===== config.mk =====
export PLATFORM = sky130hd
export DESIGN_NAME = control_sequencer
export DESIGN_NICKNAME = d
export VERILOG_FILES = /design/src/rtl/control_sequencer.sv
export SDC_FILE = /design/constraint.sdc
export NUM_CORES = 1
export LEC_CHECK = 0
export BUFFER_PORTS_ARGS = -buffer_cell sky130_fd_sc_hd__buf_2
export CAP_MARGIN = 20
export CORE_AREA = 5 5 48 50
export DETAILED_ROUTE_END_ITERATION = 10
export DIE_AREA = 0 0 53 55
export PLACE_DENSITY = 0.8
export SYNTH_ARGS = -nofsm -noshare
export SYNTH_HDL_FRONTEND = slang
export SYNTH_SLANG_ARGS = --single-unit

===== constraint.sdc =====
create_clock -name clk -period 1.44 [get_ports clk]
set_input_delay 0.072 -clock clk [delete_from_list [all_inputs] [get_ports clk]]
set_output_delay 0.072 -clock clk [all_outputs]
set_load 0.1 [all_outputs]

===== src/rtl/control_sequencer.sv =====
`default_nettype none
// ============================================================================
// control_sequencer: five-phase instruction sequencer with level-sensitive
// interrupt injection (CALL_ISR) and RETI handling.
// Revision: 1.0
// ============================================================================

`ifndef CONTROL_SEQUENCER_DEFS
`define CONTROL_SEQUENCER_DEFS
`define STATE_COUNT    3
`define STATE_IF       3'd0
`define STATE_ID       3'd1
`define STATE_EX       3'd2
`define STATE_MEM      3'd3
`define STATE_WB       3'd4
`define OPCODE_COUNT   8
`define GROUP_COUNT    4
`define TYPE_ALU       0
`define TYPE_RET       1
`define TYPE_RETI      2
`define TYPE_RCALL     3
`define TYPE_CALL_ISR  4
`define TYPE_LOAD      5
`define TYPE_STORE     6
`define TYPE_NOP       7
`endif

module control_sequencer #(
    parameter int IRQ_COUNT = 4
) (
    input  logic                      clk,
    input  logic                      reset_n,
    input  logic                      stall,
    input  logic [`OPCODE_COUNT-1:0]  opcode_type,
    input  logic [`GROUP_COUNT-1:0]   opcode_group,
    input  logic                      sreg_i,
    input  logic [IRQ_COUNT-1:0]      irq,
    output logic [`STATE_COUNT-1:0]   state,
    output logic                      cycle_count,
    output logic                      isr_active,
    output logic [7:0]                isr_vector,
    output logic [IRQ_COUNT-1:0]      irq_ack,
    output logic                      clear_i,
    output logic                      set_i
);

    typedef enum logic [`STATE_COUNT-1:0] {
        S_IF  = `STATE_IF,
        S_ID  = `STATE_ID,
        S_EX  = `STATE_EX,
        S_MEM = `STATE_MEM,
        S_WB  = `STATE_WB
    } phase_t;

    phase_t     phase;
    logic [2:0] isr_idx;
    logic [2:0] win_idx;
    logic       long_mem;
    logic       is_reti;
    logic       take_irq;
    logic       legal;
    logic       isr_entry;
    logic       unused_inputs;

    assign state = phase;

    // Lowest index wins: scan from the top so lower indices overwrite.
    always_comb begin
        win_idx = 3'd0;
        for (int i = IRQ_COUNT - 1; i >= 0; i--) begin
            if (irq[i]) win_idx = 3'(i);
        end
    end

    assign is_reti  = opcode_type[`TYPE_RETI];
    assign long_mem = opcode_type[`TYPE_RET] | opcode_type[`TYPE_RETI] |
                      opcode_type[`TYPE_RCALL] | opcode_type[`TYPE_CALL_ISR] |
                      isr_active;
    assign take_irq = sreg_i & (|irq) & ~is_reti & ~isr_active;
    assign legal    = (phase == S_IF) || (phase == S_ID) || (phase == S_EX) ||
                      (phase == S_MEM) || (phase == S_WB);

    assign unused_inputs = ^{opcode_group, opcode_type[`TYPE_ALU],
                             opcode_type[`TYPE_NOP:`TYPE_LOAD]};

    always_ff @(posedge clk or negedge reset_n) begin
        if (!reset_n) begin
            phase       <= S_IF;
            cycle_count <= 1'b0;
            isr_active  <= 1'b0;
            isr_vector  <= 8'd0;
            isr_idx     <= 3'd0;
        end else if (!legal) begin
            phase       <= S_IF;
            cycle_count <= 1'b0;
        end else if (!stall) begin
            case (phase)
                S_IF:  phase <= S_ID;
                S_ID:  phase <= S_EX;
                S_EX:  phase <= S_MEM;
                S_MEM: begin
                    if (long_mem && !cycle_count) begin
                        cycle_count <= 1'b1;
                    end else begin
                        cycle_count <= 1'b0;
                        phase       <= S_WB;
                    end
                end
                S_WB: begin
                    // A finishing CALL_ISR always drops isr_active here.
                    phase      <= S_IF;
                    isr_active <= take_irq;
                    if (take_irq) begin
                        isr_idx    <= win_idx;
                        isr_vector <= {3'b000, {1'b0, win_idx} + 4'd1, 1'b0};
                    end
                end
                default: begin
                    phase       <= S_IF;
                    cycle_count <= 1'b0;
                end
            endcase
        end
    end

    // Pulses depend on the live stall so a stalled cycle never emits them.
    assign isr_entry = (phase == S_IF) && isr_active && !stall;
    assign clear_i   = isr_entry;
    assign set_i     = (phase == S_WB) && !stall && is_reti && !isr_active;

    always_comb begin
        irq_ack = '0;
        for (int i = 0; i < IRQ_COUNT; i++) begin
            irq_ack[i] = isr_entry && (isr_idx == 3'(i));
        end
    end

endmodule

`default_nettype wire


==> results_dict.tcl <==
set metrics [dict create \
    grt_first_pass_wirelength_um 2835 \
    vias 645 \
    htree_levels 1 \
    final.period_utilization_pct 115.9 \
    slowest_stage "dfrtp_4" \
    postRouteAntennaNets 0 \
    syn_area_um2 639.4 \
    pwr-share-clk_pct 13.0 \
    max_freq_mhz 599.4 \
    syn_avg_cell_area_um2 10.48 \
    ys_top_cells_by_area "dfrtp_1, mux2_4, buf_4" \
    portBuffers 25 \
    synth_edf_count 0 \
    r2r_start "state[1]" \
    antennaDiodeCount 0 \
    syn2layout_area_growth_pct 80.63 \
    rrSetupSlack_ps -180 \
    power_density_mw_per_mm2 1748 \
    whs_endpoint "isr_vector[1]" \
    die-area_mm2 0.002915 \
    cts_tree "done" \
    drive_gt1_share_pct 64.15 \
    wl_per_cell_um 13.20 \
    clkLatencyLatePin_ps 280 \
    pwr-share-comb_pct 65.5 \
    cts_inserted_buffers 3 \
    fin_skew_ps 2.910 \
    dr.first_iter.drc_count 5 \
    status "finished with violations" \
    ys_types 30 \
    numClockSinks 10 \
    grt_pass1_vias 643 \
    synth-main-ff-cell "dfrtp_1" \
    routabilityCongestion 0.6866 \
    core_mm2 0.001862 \
    arrival_ps 1600 \
    failed_checks "setup timing" \
    vias_per_cell 4.850 \
    grt_max_degree 11 \
    cp.required_ps 1370 \
    crit_family "flip-flops" \
    hp-class "input port to register" \
    netSwitchingFraction_pct 52.75 \
    async_reset_ff_share_pct 100.0 \
    power.share.sequential_pct 21.6 \
    fin_util_pct 62.03 \
    drc 0 \
    ys_warn_count 0 \
    rr_endpoint "isr_idx[0]" \
    setup_ws_ps -228.3 \
    cts_root_buffer "clkbuf_4" \
    path_cells "buf_6 > nor2_4 > nand3_4 > clkinvlp_4 > and3_4 > buf_12" \
    grt-ovfl-total 0 \
    synth_area_leader_cell "dfrtp_1" \
    clk_pin_slew_ps 70 \
    p_switching_uw 1065 \
    critPathKind "register to output pin" \
    nets 128 \
    die_w_um 53 \
    p_int_uw 954.0 \
    yosysSeqAreaShare_pct 39.14 \
    synthCells 61 \
    hold_start "irq[0]" \
    total_power_uw 2019 \
    slowest_delay_ps 490 \
    dr.pass1.iters 4 \
    drv_slew 0 \
    max_cap_violations 0 \
    hpwl_um 1281 \
    holdPathStages 3 \
    track_usage_pct 13.93 \
    rsz0062_at_grt "true" \
    hold_violations 0 \
    start_util_pct 34.34 \
    crit_start "state[0]" \
    drt-total-wl_um 1755 \
    clockBufferDepth 2 \
    synth_seq_cells 10 \
    antenna_found_initial 0 \
    path_buf_inv 3 \
    synth_top_area_share_pct 39.14 \
    ir_worst_vdd_uv 1145 \
    crit_path_max_fanout 4 \
    total_leakage_power_uw 0.0005306 \
    min_period_ps 1668 \
    critPathLaunchType "register" \
    io_pins 39 \
    ff2ff_path_depth 5 \
    finalSetupViolCount 12 \
    fp-row-count 16 \
    critPathCaptureType "output pin" \
    fp.dieH_um 55 \
]
-- power groups by stage --
stage	registers [uW]	logic (uW)	clock network [uW]
floorplan	938	380	0
global placement	443	1140	0
detailed placement	448	1150	0
CTS	441	1250	262
global route	444	1390	276
finish	436	1320	262
-- Yosys cell counts (all sizes together), types with 2 or more instances --
cell type	instances
nor2b	4
inv	4
nor2	2
dfrtp	10
o21ai	3
nor3b	3
mux2	3
and2	2
buf	5
and3	2
o21bai	2
a31oi	3
or2	2
-- state kept, by name, summed over array words and instances, names as in the netlist --
register	flops
isr_vector	3
state	3
isr_idx	2
cycle_count	1
isr_active	1
-- how the worst max path moves through the flow --
stage | to | slack, ps | depth (start not counted)
global route | irq_ack[3] | -290 | 6
floorplan | irq_ack[1] | -450 | 3
finish | irq_ack[3] | -230 | 6
detailed placement | isr_idx[0] | -50 | 3
global placement | isr_vector[2] | -20 | 3
CTS | irq_ack[3] | -230 | 6
-- cell usage in the layout, fill, tap and decap left out, types with 2 or more instances in the layout --
cell type,instances
conb_1,5
buf_2,18
and3_4,2
dfrtp_4,4
buf_4,10
and2_1,2
clkbuf_4,4
inv_1,3
buf_6,6
nor2b_1,4
nor2_4,2
dfrtp_1,6
mux2_4,3
buf_12,6
nor3b_4,2
or2_2,2
o21ai_0,2
a31oi_1,3
-- cell type report --
| cell class | count | area [um^2] |
|---|---|---|
| repair buffers | 42 | 370.4 |
| flip-flops and latches | 10 | 265.3 |
| fillers | 150 | 706.9 |
| inverters | 4 | 18.77 |
| multi-input cells | 46 | 430.4 |
| clock buffers | 4 | 36.28 |
| well taps | 27 | 33.78 |
-- what timing repair did --
| action | in CTS | in global routing |
|---|---|---|
| gates resized for setup | 4 | 6 |
| endpoints found under the hold margin | 10 | 0 |
| pin swaps | 4 | 6 |
| setup endpoints to repair | 10 | 16 |
| buffers inserted | 5 | 4 |
| hold buffers | 1 | 0 |
-- kinds of logic after synthesis --
family	count (synthesis)	share of synthesized area, %
AND/OR/NAND/NOR	22	24.46
AO/OA/AOI/OAI	14	17.02
flip-flops	10	39.14
buffers and inverters	9	8.219
multiplexers	4	8.610
adder cells (fa/ha/maj)	1	1.957
other	1	0.5865
-- metrics by stage --
step | cells | hold WS, ps | setup slack (ps) | cell area (um^2) | setup TNS [ps]
floorplan | 65 | -223.6 | -449.1 | 744.5 | -2675
global placement | 120 | -60.18 | -19.77 | 1016 | -56.32
detailed placement | 120 | -55.77 | -52.23 | 1016 | -165.7
CTS | 130 | 135.6 | -230.2 | 1115 | -1603
global route | 133 | 141.3 | -294.8 | 1155 | -2532
finish | 133 | 125.5 | -228.3 | 1155 | -1845
-- worst register-to-register path, stage by stage (launching register included) --
cell and delay, ps:
dfrtp_4 480, buf_6 130, nor4b_4 280, buf_4 180, o211ai_4 110, mux2_4 330
-- metal layers --
layer  wire [um]  up-vias  global-route usage (%)
li1            -      301                       -
met1         634      304                   13.74
met2         945       33                   26.03
met3         110        7                   1.609
met4          64        0                   11.91
met5           0        -                       0
Note: power is estimated with default switching activity, not from simulation.
